File: src/rtl/wdog_pkg.sv
// Shared watchdog definitions: register map, key/data values, FSM state and sequence encodings.
// The register block uses the same package, so the sequencer and the registers agree on the map.
package wdog_pkg;

    localparam int unsigned CNT_W = 32;

    localparam logic [3:0] ADDR_IDLE  = 4'h0;
    localparam logic [3:0] ADDR_CTRL  = 4'h1;
    localparam logic [3:0] ADDR_KICK  = 4'h2;
    localparam logic [3:0] ADDR_STAT  = 4'hA;
    localparam logic [3:0] ADDR_KSTAT = 4'hE;
    localparam logic [3:0] ADDR_LOCK  = 4'hF;

    localparam logic [31:0] DATA_CTRL_EN = 32'h0000_0001;
    localparam logic [31:0] DATA_LOCK    = 32'h0000_000F;
    localparam logic [31:0] KEY_KICK_A   = 32'h0000_00AA;
    localparam logic [31:0] KEY_KICK_B   = 32'h0000_0055;

    typedef enum logic [2:0] {
        ST_IDLE = 3'd0,
        ST_WR1  = 3'd1,
        ST_RD   = 3'd2,
        ST_RCHK = 3'd3,
        ST_WR3  = 3'd4,
        ST_FIN  = 3'd5
    } state_t;

    typedef enum logic [1:0] {
        SEQ_ENABLE  = 2'd0,
        SEQ_DISABLE = 2'd1,
        SEQ_KICK    = 2'd2
    } seq_t;

    typedef struct packed {
        logic [3:0]  addr;
        logic [31:0] data;
    } bus_op_t;

    // Bus operation issued by a given sequence in a given state; idle states map to a zero op.
    function automatic bus_op_t seq_op(input seq_t seq, input state_t st);
        bus_op_t op;
        op = '{addr: ADDR_IDLE, data: 32'h0};
        case (seq)
            SEQ_ENABLE: begin
                if (st == ST_WR1) op = '{addr: ADDR_CTRL, data: DATA_CTRL_EN};
                if (st == ST_RD)  op.addr = ADDR_STAT;
                if (st == ST_WR3) op = '{addr: ADDR_LOCK, data: DATA_LOCK};
            end
            SEQ_DISABLE: begin
                if (st == ST_WR1) op = '{addr: ADDR_LOCK, data: DATA_LOCK};
                if (st == ST_RD)  op.addr = ADDR_STAT;
                if (st == ST_WR3) op = '{addr: ADDR_CTRL, data: DATA_CTRL_EN};
            end
            SEQ_KICK: begin
                if (st == ST_WR1) op = '{addr: ADDR_KICK, data: KEY_KICK_A};
                if (st == ST_RD)  op.addr = ADDR_KSTAT;
                if (st == ST_WR3) op = '{addr: ADDR_KICK, data: KEY_KICK_B};
            end
            default: op = '{addr: ADDR_IDLE, data: 32'h0};
        endcase
        return op;
    endfunction

    // A request coinciding with the clear of an already-set flag survives; one consumed directly does not.
    function automatic logic pend_upd(input logic pend, input logic req, input logic clr);
        return clr ? (pend & req) : (pend | req);
    endfunction

endpackage

File: src/rtl/wdog_kick_timer.sv
// Auto-kick down-counter: reloads on demand, counts while running, and flags a kick at zero.
// It saturates at zero so a stalled kick cannot wrap into a long silent interval.
module wdog_kick_timer
    import wdog_pkg::*;
#(
    parameter logic [CNT_W-1:0] KICK_PERIOD = 32'd1000
) (
    input  logic clk,
    input  logic rst_n,
    input  logic load,
    input  logic run,
    output logic fire
);

    localparam logic [CNT_W-1:0] RELOAD = KICK_PERIOD - 32'd1;

    logic [CNT_W-1:0] cnt;

    always_ff @(posedge clk or negedge rst_n) begin
        if (!rst_n) begin
            cnt <= RELOAD;
        end else if (load) begin
            cnt <= RELOAD;
        end else if (run && (cnt != '0)) begin
            cnt <= cnt - 32'd1;
        end
    end

    assign fire = run && (cnt == '0);

endmodule

File: src/rtl/wdog_seq_master.sv
// Watchdog sequencer: arbitrates enable/disable/kick requests and drives write-read-write
// register sequences, checking the acknowledge token returned by the read.
//
// state | meaning
// IDLE  | no sequence; arbitrate or reject pending requests
// WR1   | first write of the selected sequence
// RD    | read strobe
// RCHK  | RDATA compared with the acknowledge token
// WR3   | final write (only after a good token)
// FIN   | DONE or ERR pulse; ARMED and the kick timer update here
module wdog_seq_master
    import wdog_pkg::*;
#(
    parameter logic [31:0] KICK_PERIOD = 32'd1000,
    parameter logic [31:0] ACK_TOKEN   = 32'h0000_A5A5
) (
    input  logic        clk,
    input  logic        rst_n,
    input  logic        req_enable,
    input  logic        req_disable,
    input  logic        req_kick,
    input  logic        auto_kick,
    input  logic [31:0] rdata,
    output logic        write,
    output logic        read,
    output logic [3:0]  addr,
    output logic [31:0] wdata,
    output logic        busy,
    output logic        done,
    output logic        err,
    output logic        armed
);

    state_t  state, state_nxt;
    seq_t    seq, seq_nxt;
    bus_op_t op;
    logic    fail, err_rej, rej;
    logic    pend_en, pend_dis, pend_kick;
    logic    clr_en, clr_dis, clr_kick;
    logic    eff_en, eff_dis, eff_kick;
    logic    kick_fire, timer_load;

    assign eff_en   = pend_en   | req_enable;
    assign eff_dis  = pend_dis  | req_disable;
    assign eff_kick = pend_kick | req_kick | kick_fire;

    assign timer_load = (state == ST_FIN) &&
                        ((seq == SEQ_KICK) || (!fail && (seq == SEQ_ENABLE)));

    wdog_kick_timer #(.KICK_PERIOD(KICK_PERIOD)) u_kick_timer (
        .clk   (clk),
        .rst_n (rst_n),
        .load  (timer_load),
        .run   (armed && auto_kick && (state == ST_IDLE)),
        .fire  (kick_fire)
    );

    always_ff @(posedge clk or negedge rst_n) begin
        if (!rst_n) begin
            state     <= ST_IDLE;
            seq       <= SEQ_ENABLE;
            fail      <= 1'b0;
            err_rej   <= 1'b0;
            armed     <= 1'b0;
            pend_en   <= 1'b0;
            pend_dis  <= 1'b0;
            pend_kick <= 1'b0;
        end else begin
            state     <= state_nxt;
            seq       <= seq_nxt;
            err_rej   <= rej;
            pend_en   <= pend_upd(pend_en, req_enable, clr_en);
            pend_dis  <= pend_upd(pend_dis, req_disable, clr_dis);
            pend_kick <= pend_upd(pend_kick, req_kick | kick_fire, clr_kick);
            if (state == ST_RCHK) fail <= (rdata != ACK_TOKEN);
            if ((state == ST_FIN) && !fail) begin
                if (seq == SEQ_ENABLE)  armed <= 1'b1;
                if (seq == SEQ_DISABLE) armed <= 1'b0;
            end
        end
    end

    // One request is resolved per idle cycle: the winner either starts or is rejected.
    always_comb begin
        state_nxt = state;
        seq_nxt   = seq;
        clr_en    = 1'b0;
        clr_dis   = 1'b0;
        clr_kick  = 1'b0;
        rej       = 1'b0;
        case (state)
            ST_IDLE: begin
                if (eff_dis) begin
                    clr_dis = 1'b1;
                    if (armed) begin
                        state_nxt = ST_WR1;
                        seq_nxt   = SEQ_DISABLE;
                    end else begin
                        rej = 1'b1;
                    end
                end else if (eff_kick) begin
                    clr_kick = 1'b1;
                    if (armed) begin
                        state_nxt = ST_WR1;
                        seq_nxt   = SEQ_KICK;
                    end else begin
                        rej = 1'b1;
                    end
                end else if (eff_en) begin
                    clr_en = 1'b1;
                    if (!armed) begin
                        state_nxt = ST_WR1;
                        seq_nxt   = SEQ_ENABLE;
                    end else begin
                        rej = 1'b1;
                    end
                end
            end
            ST_WR1:  state_nxt = ST_RD;
            ST_RD:   state_nxt = ST_RCHK;
            ST_RCHK: state_nxt = (rdata == ACK_TOKEN) ? ST_WR3 : ST_FIN;
            ST_WR3:  state_nxt = ST_FIN;
            ST_FIN:  state_nxt = ST_IDLE;
            default: state_nxt = ST_IDLE;
        endcase
    end

    always_comb begin
        op    = seq_op(seq, state);
        write = (state == ST_WR1) || (state == ST_WR3);
        read  = (state == ST_RD);
        addr  = (write || read) ? op.addr : ADDR_IDLE;
        wdata = write ? op.data : 32'h0;
        busy  = (state != ST_IDLE);
        done  = (state == ST_FIN) && !fail;
        err   = ((state == ST_FIN) && fail) || err_rej;
    end

endmodule

File: config.mk
export PLATFORM = sky130hd
export DESIGN_NAME = wdog_seq_master
export DESIGN_NICKNAME = d
export VERILOG_FILES = /design/src/rtl/wdog_pkg.sv /design/src/rtl/wdog_kick_timer.sv /design/src/rtl/wdog_seq_master.sv
export SDC_FILE = /design/constraint.sdc
export NUM_CORES = 1
export LEC_CHECK = 0
export CORE_MARGIN = 3
export CORE_UTILIZATION = 40
export DETAILED_ROUTE_END_ITERATION = 12
export GPL_TIMING_DRIVEN = 0
export PLACE_DENSITY = 0.69
export SYNTH_ARGS = -nofsm -noshare
export SYNTH_HDL_FRONTEND = slang
export SYNTH_SLANG_ARGS = --single-unit
File: constraint.sdc
create_clock -name clk -period 4.6 [get_ports clk]
set_input_delay 0.92 -clock clk [delete_from_list [all_inputs] [get_ports clk]]
set_output_delay 0.92 -clock clk [all_outputs]
set_load 0.02 [all_outputs]
==> Word level (Yosys, flattened, before mapping) <==
Index checks and enable logic that the tools add are counted.
{ "word_totals": {"register_bits": 43, "input_bits": 38, "output_inout_bits": 42, "wordCells": 104} }
{ "op_classes": {"addsub": 1, "n_eq_ne": 14, "muxes": 47, "n_bitwise": 9, "reduce_logical": 24} }
{ "ops": {"columns": ["op", "count"], "rows": [
  ["$mux 36", 4],
  ["$pmux 36 s3", 1],
  ["$mux 32", 3],
  ["$mux 34", 1],
  ["$mux 33", 1],
  ["$eq 32x16->1 const B", 1],
  ["$logic_not 32->1", 1],
  ["$ne 32x16->1 const B", 1],
  ["$reduce_bool 32->1", 1],
  ["$sub 32x1->32 const B", 1],
  ["$mux 1", 21],
  ["$mux 4", 4],
  ["$mux 3", 5],
  ["$pmux 3 s5", 1],
  ["$mux 2", 6],
  ["$logic_and 1x1->1", 8],
  ["$ne 4x4->1 const B", 2],
  ["$eq 3x2->1 const B", 2],
  ["$eq 3x3->1 const B", 2],
  ["$or 1x1->1", 6],
  ["$reduce_bool 3->1", 2],
  ["$reduce_and 5->1", 1],
  ["$logic_or 1x1->1", 4],
  ["$ne 2x2->1 const B", 2],
  ["10 further kinds", 14]
]} }

==> Logic depth before layout (Yosys ltp) <==
Gate-level depths: netlist (run 1).
{ "logic_depth": {"ltp_word": 8, "depth_mapped": 9, "mapped_depth_nobuf": 8} }

==> Hierarchy <==
A second synthesis (run 1) with hierarchy kept.
{ "hier_totals": {"cells_unflattened": 336, "hier_area_um2": 2906.5} }
{ "modules_own_cells": {"columns": ["mod", "instances", "cells_per_inst", "area_per_inst_um2", "seq_area_each_um2"], "rows": [
  ["wdog_kick_timer", 1, 196, 1835.5, 810.8],
  ["wdog_seq_master", 1, 140, 1071.0, 275.3]
]} }

==> Worst setup path before layout (run 1) <==
No wires, ideal clock.
{ "synth_timing": {"kind": "flip-flop to output port", "from": "reg state[0]", "to": "out wdata[3]", "t_arrival_ns": 1.681, "t_required_ns": 3.680, "setup_slack_ns": 1.999, "stages_incl_launch_ff": 8, "path_buffers": 2, "cell_sequence": "dfrtp_1 clkbuf_1 nor2b_1 nand2_1 a21oi_1 a31oi_1 nor2_1 buf_4"} }
{ "synth_between": {"elab_chain_len": 5, "elab_cells_between_ends": 10, "cone_classes": "eq/ne (2); mux (7); reduce/logical (1)"} }
{ "synth_lines": {"columns": ["item", "line_no", "source"], "rows": [
  ["start: declaration", "wdog_seq_master.sv:34", "state_t state, state_nxt;"],
  ["start signal: assignment", "wdog_seq_master.sv:69", "state <= state_nxt;"],
  ["$eq 3x1->1", "wdog_pkg.sv:50, wdog_pkg.sv:55, wdog_seq_master.sv:130", null],
  ["$mux 34 / $mux 36 (equally long branches)", "wdog_pkg.sv:55, wdog_pkg.sv:50", null],
  ["$mux 36, on equally long branches", "wdog_pkg.sv:57, wdog_pkg.sv:52", null],
  ["$pmux 36 s3", "wdog_pkg.sv:43", "case (seq)"],
  ["$mux 32 *", "wdog_seq_master.sv:133", "wdata = write ? op.data : 32'h0;"],
  ["end: declaration", "wdog_seq_master.sv:27", "output logic [31:0] wdata,"]
]} }
Mark *: on every way between the ends. The rest lies on a longest branch, timed or not.

==> Worst setup path in the final report (run 1) <==
Same ends and word-level chain as after synthesis.

==> metrics.md, run 1 <==
| Metric | Value |
|---|---|
| Detailed Place HPWL | `5330 µm` |
| Peak supply drop | `about 0.27 mV` |
| Final Max Tran Viols | `0` |
| Mean Syn Cell Area | `8.68 µm²` |
| Slowest CP cell | `clkdlybuf4s50_1` |
| Die ar. | `8050 µm²` |
| Fill cells | `approximately 610` |
| Core area | `around 6600 µm²` |
| GRT Resource Usage Total | `roughly 17%` |
| Vias in the first global route | `~2400` |
| Initial Utilization | `a little over two fifths` |
| Hold Violations, Final | `0` |
| Worst path arrival time | `2.48 ns` |
| F_max | `294 MHz` |
| Status | `complete, no violations` |
| Router iterations before antenna repair | `4` |
| CTS clock-pin slew for the worst setup and hold paths | `approximately 0.08 ns` |
| Via density | `4.96` |
| Cell chain of the critical path | `clkbuf_1 > nor2b_1 > nand2_1 > a21oi_1 > a31oi_1 > nor2_1 > buf_4 > clkdlybuf4s50_1` |
| Delay-heaviest family, CP | `buffers and inverters` |
| LEAKAGE | `0.00152 µW` |
| TritonCTS buffer count | `5` |
| Max-cap violations | `0` |
| Data required, critical path | `approximately 3.7 ns` |
| Critical Path Max Stage Delay | `0.59 ns` |
| Area leader, netlist | `dfrtp_1` |
| Clock skew | `0.00421 ns` |
| CTS tree | `yes` |
| Share of cells above drive strength 1 | `~15%` |
| Post-synth EDFFs | `0` |
| IO Port Bufs | `55` |
| Clock Sinks | `43` |
| Root buf cell | `clkbuf_8` |
| Wire length per cell | `13.6 µm` |
| Synth top area cells | `dfrtp_1, dfstp_2, buf_4` |
| Final Util | `between 50% and 60%` |
| Post-synth top flop | `dfrtp_1` |
| Worst Max-Slew Pin Slew | `1.03 ns` |
| Post-CTS Hold Fix Bufs | `0` |
| Number of routed nets with antenna violations | `0` |
| Power Density | `454 nW/µm²` |
| Starting DRT DRC Count | `93` |
| Worst reg2reg path depth | `7` |
| Async set or reset register ratio after synthesis | `100%` |
| Synth cell types | `52` |
| Period utilization | `around three quarters` |
| Critical path depth in cells | `8` |
| Syn Inst Count | `roughly 320` |
| Initial antenna violation count | `0` |
| Cell Area, Synth | `2800 µm²` |
| H-tree depth | `2` |
| First-pass GRT wire length | `11500 µm` |
| Die Wd | `89.7 µm` |
| Slew headroom | `a little under a third` |
| Clock latency on the worst-skew pair | `0.30 ns` |
| Worst reg2reg path endpoint | `u_kick_timer.cnt[19]` |
| Crit path launch type | `register` |
| # DRC | `0` |
| Final wirelength | `6840 µm` |
| Critical path class | `reg -> out` |
| Yosys top cell area share | `31.3%` |
| GR Overflow Total | `0` |
| Most common library cells after synthesis | `nor2_1, dfrtp_1, nand2_1` |
| Final Net Count | `449` |
| Ys Warns | `0` |
| Worst Setup End Kind | `output pin` |
| Worst Setup EP | `wdata[3]` |
| Overall die height | `89.7 µm` |
| Clock Path Buffers | `2` |
| FF-to-FF setup slack | `~2.1 ns` |
| Rows | `29` |
| # setup viols final | `0` |
| Worst Setup SP | `state[0]` |
| Fin crit period | `3.40 ns` |
| Most common cell in the netlist | `nor2_1` |
| Post-route insts no fill | `503` |
| Sequential-to-total area share from yosys stat | `38.8%` |
| HP Class | `reg -> reg` |
| CP Max Fanout | `10` |
| Setup Fix Bufs, Post-CTS | `0` |
| Worst R2R Start | `u_kick_timer.cnt[22]` |
| Largest net degree at the start of global routing | `26` |
| CTS resizes | `0` |
| Design Power | `1680 µW` |
| Setup TNS | `0 ns` |
| Flops & latches, synth | `43` |
| RSZ-0062 raised after global routing | `no` |
| Worst hold slack | `0.488 ns` |
| Area added between synthesis and finish | `31.6%` |
| Vias post-DR | `around 2500` |
| I/O pin cnt | `80` |
| DP Cell Count | `between 400 and 500` |
| Critical path buffer and inverter count | `3` |
| Gpl congestion | `0.865` |
| Diode count | `0` |
-- per-stage QoR --
step	setup slack (ns)	area (µm²)
floorplan	2.00	2890
global placement	1.49	3560
detailed placement	1.55	3570
CTS	1.21	3690
global route	1.00	3690
finish	1.20	3690
-- report_power, final --
group | internal [µW] | switching [µW] | leakage (µW) | total (µW)
Sequential | 472 | 85.8 | 0.000533 | 558
Combinational | 343 | 465 | 0.000925 | 809
Clock | 176 | 134 | 0.0000612 | 309
-- registers in the layout (all words and copies together), names as in the netlist --
name	cells
seq	2
pend_dis	1
fail	1
pend_en	1
state	3
armed	1
u_kick_timer.cnt	32
pend_kick	1
err_rej	1
-- routing by layer --
metal / track usage [%] / up-vias / share of wire [%]
li1: - / 1280 / -
met1: 22.0 / 1156 / 45
met2: 29.4 / 48 / 50
met3: 2.75 / 9 / 3.5
met4: 5.62 / 0 / 1.4
met5: 0 / - / 0
-- placed cells by master (no fill, tap or decap), types with 2 or more instances in the layout --
cell,instances
clkdlybuf4s50_1,54
nor2_1,41
dfrtp_1,35
nand2_1,34
buf_4,27
conb_1,24
nor4_1,15
a21oi_1,14
nand3_1,13
nor3_1,12
o21ai_0,9
xor2_1,9
clkbuf_1,8
xnor2_1,8
dfstp_2,8
nand4_1,7
inv_1,6
nand2b_1,6
clkbuf_8,6
a31oi_1,5
o211ai_1,5
nor2b_1,4
nor4_2,4
o31ai_1,4
mux2i_1,4
nor4bb_1,4
buf_2,3
nand4b_1,3
or3_1,3
nor3_2,2
or2_2,2
maj3_1,2
a211oi_1,2
nand3b_1,2
or4_1,2
ha_1,2
-- area by class of cell --
cell class	instances	area, µm²	area share, %
tap	93	116	3.15
inverter	6	22.5	0.611
buffer	38	246	6.68
clock inverter	2	35.0	0.950
clock buffer	6	82.6	2.24
multi-input combinational	259	1530	41.6
timing repair buffer	56	566	15.3
sequential	43	1090	29.4
-- worst min path at each step --
| stage | startpoint | to | slack [ns] | cells after the start |
|---|---|---|---|---|
| CTS | u_kick_timer.cnt[30] | u_kick_timer.cnt[30] | 0.49 | 1 |
| global route | pend_kick | pend_kick | 0.54 | 2 |
| floorplan | u_kick_timer.cnt[30] | u_kick_timer.cnt[30] | 0.45 | 1 |
| finish | u_kick_timer.cnt[30] | u_kick_timer.cnt[30] | 0.49 | 1 |
| detailed placement | u_kick_timer.cnt[30] | u_kick_timer.cnt[30] | 0.48 | 1 |
| global placement | u_kick_timer.cnt[30] | u_kick_timer.cnt[30] | 0.46 | 1 |
-- kinds of logic after synthesis --
logic type                 share of synthesized area [%]
DFF                                                 38.7
muxes                                               1.96
buffers and inverters                               9.60
AOI/OAI and AO/OA                                   11.2
and+or+nand+nor                                     31.5
xor gates and xnor gates                            5.31
adders and majority gates                           1.61
other                                              0.134
No activity file was read; power rests on OpenSTA's default activity.
==> run 2: changes to the inputs <==
Settings changed: PLACE_DENSITY 0.69 to 0.72.
Clock period 4.6 ns to 2.9 ns, I/O delays scaled along.
==> run 2 against run 1 <==
Clock power grew 55%. Critical endpoint unchanged. Via count rose by 1.2%. Clock skew rose by 0.0042 ns. Clock-buffer cell count is the same. Highest routed layer unchanged. Wire length is essentially flat. Critical path type unchanged. Largest cell class unchanged. Flip-flop and latch count stayed put. Non-clock buffer count is 2 higher. Total power increased by 61%. Global-route usage is 0.80 points lower.
==> metrics.md, run 2 (synthesis results as in run 1) <==
| Metric | Value |
|---|---|
| HP Class | `in -> async` |
| Final Net Count | `451 (+0.45%)` |
| Via density | `5.00 (+0.80%)` |
| Data required, critical path | `2.32 ns (-1.36 ns)` |
| Final Max Tran Viols | `0 (unchanged)` |
| Biggest regs | `u_kick_timer.cnt: 32 flops, state: 3 flops, seq: 2 flops` |
| Slowest CP cell | `clkdlybuf4s50_1` |
| CP Max Fanout | `5 (-5)` |
| Commonest non-fill, non-tap cells in the layout | `clkdlybuf4s50_1, nor2_1, nand2_1, dfrtp_1, buf_4` |
| Delay-heaviest family, CP | `buffers and inverters` |
| F_max | `360 MHz` |
| Diode count | `0 (unchanged)` |
| DP Cell Count | `495 (unchanged)` |
| Critical path class | `reg -> out` |
| Share of cells above drive strength 1 | `17.5% (+2.4 points)` |
| Core area | `6570 µm² (unchanged)` |
| Vias in the first global route | `2342 (-2.5%)` |
| Power Density | `725 nW/µm² (+59%)` |
| Die Wd | `89.7 µm (unchanged)` |
| Critical path buffer and inverter count | `2 (-1)` |
| Final wirelength | `6840 µm (about the same)` |
| Worst Max-Slew Pin Slew | `1.05 ns (+0.0248 ns)` |
| Number of flip-flops in the largest register | `32 (unchanged)` |
| Post-route insts no fill | `505 (+0.40%)` |
| H-tree depth | `2 (unchanged)` |
| Design Power | `2690 µW (+61%)` |
| Starting DRT DRC Count | `122 (+31%)` |
| Wire length per cell | `13.5 µm (-0.44%)` |
| Clock Path Buffers | `2 (unchanged)` |
| Final Util | `56.6% (+0.46 points)` |
| LEAKAGE | `0.00155 µW (+1.7%)` |
| Overall die height | `89.7 µm (unchanged)` |
| Root buf cell | `clkbuf_8` |
| Initial Utilization | `42.7% (unchanged)` |
| Fin crit period | `2.77 ns` |
| Biggest register | `u_kick_timer.cnt` |
| Slew headroom | `29.3% (-1.7 points)` |
| Worst path arrival time | `2.19 ns (-0.29 ns)` |
| Clock skew | `0.00843 ns (+0.00421 ns)` |
| Vias post-DR | `2523 (+1.2%)` |
| First-pass GRT wire length | `11000 µm (-4.1%)` |
| Most common cell after layout, fill and taps aside | `clkdlybuf4s50_1` |
| GRT Resource Usage Total | `16.3% (-0.80 points)` |
| Clock Sinks | `43 (unchanged)` |
| Detailed Place HPWL | `5320 µm (-0.24%)` |
| Clock latency on the worst-skew pair | `0.30 ns (about the same)` |
| Die ar. | `8050 µm² (unchanged)` |
| # DRC | `0 (unchanged)` |
| # setup viols final | `0 (unchanged)` |
| I/O pin cnt | `80 (unchanged)` |
| Period utilization | `95.7%` |
| Largest net degree at the start of global routing | `34 (+31%)` |
| Worst setup margin | `0.125 ns (-1.07 ns)` |
| GR Overflow Total | `0 (unchanged)` |
| Gpl congestion | `0.849 (-1.9%)` |
| Status | `complete, no violations` |
| Fill cells | `600 (-2.3%)` |
| Worst Setup End Kind | `output pin` |
| Critical Path Max Stage Delay | `0.58 ns (about the same)` |
| Post-CTS Hold Fix Bufs | `0 (unchanged)` |
| Rows | `29 (unchanged)` |
| CTS tree | `yes` |
| Crit path launch type | `register` |
| Number of routed nets with antenna violations | `0 (unchanged)` |
| Peak supply drop | `0.377 mV (+39%)` |
| TritonCTS buffer count | `5 (unchanged)` |
| Initial antenna violation count | `0 (unchanged)` |
| Cell chain of the critical path | `nor2b_2 > nand2b_1 > a21oi_1 > a31oi_1 > nor2_1 > buf_4 > clkdlybuf4s50_1` |
| Max-cap violations | `0 (unchanged)` |
| Worst slack, placed | `0.151 ns (-1.40 ns)` |
| Area added between synthesis and finish | `32.7%` |
| CTS clock-pin slew for the worst setup and hold paths | `0.08 ns (about the same)` |
| Router iterations before antenna repair | `4 (unchanged)` |
| IO Port Bufs | `55 (unchanged)` |
| Hold Violations, Final | `0 (unchanged)` |
run 2: cell count changes in the layout (fill, tap and decap cells not counted), sizes merged:
cell and change:
buf +2
run 2: path summary, 6_finish.rpt:
kind | from | endpoint | slack (ns) | cells past startpoint
worst min-delay path | rst_n | u_kick_timer.cnt[10] | 0.14 | 1
min in group clk | u_kick_timer.cnt[30] | u_kick_timer.cnt[30] | 0.50 | 1
worst max register to register | state[0] | u_kick_timer.cnt[19] | 0.41 | 6
max in group asynchronous | rst_n | u_kick_timer.cnt[2] | 2.23 | 2
worst max-delay path | state[2] | wdata[3] | 0.13 | 7
worst min register to register | u_kick_timer.cnt[30] | u_kick_timer.cnt[30] | 0.50 | 1
run 2: repair_timing:
action                                  in CTS  in global routing
gates cloned                                 0                  0
gates resized for setup                      1                  9
setup buffers                                0                  3
endpoints found under the setup margin       2                  6
run 2: area by class of cell:
class                           instances  area [µm²]  share of cell area [%]
Multi-Input combinational cell        259        1540                    41.4
Sequential cell                        43        1090                    29.2
Timing Repair Buffer                   59         588                    15.8
Buffer                                 37         248                    6.66
Tap cell                               93         116                    3.13
Clock buffer                            6        82.6                    2.22
Clock inverter                          2        35.0                   0.942
Inverter                                6        22.5                   0.606
run 2: per-stage QoR:
| step | instance area (µm²) | setup TNS (ns) | hold slack (ns) |
|---|---|---|---|
| global placement | 3560 | 0 | 0.464 |
| detailed placement | 3570 | 0 | 0.473 |
| floorplan | 2890 | 0 | 0.284 |
| CTS | 3690 | 0 | 0.147 |
| finish | 3720 | 0 | 0.144 |
| global route | 3720 | -0.0278 | 0.155 |
run 2: routing by layer:
layer / GRT usage, % / share of wire (%)
met4: 4.60 / 1.2
met5: 0 / 0
met2: 28.9 / 52
met3: 2.75 / 3.3
met1: 20.6 / 43
run 2: report_power, final:
| group | total, µW | switching (µW) | internal [µW] | leakage (µW) |
|---|---|---|---|---|
| registers | 899 | 148 | 750 | 0.000532 |
| logic | 1320 | 741 | 576 | 0.000952 |
| clock network | 479 | 201 | 279 | 0.0000612 |
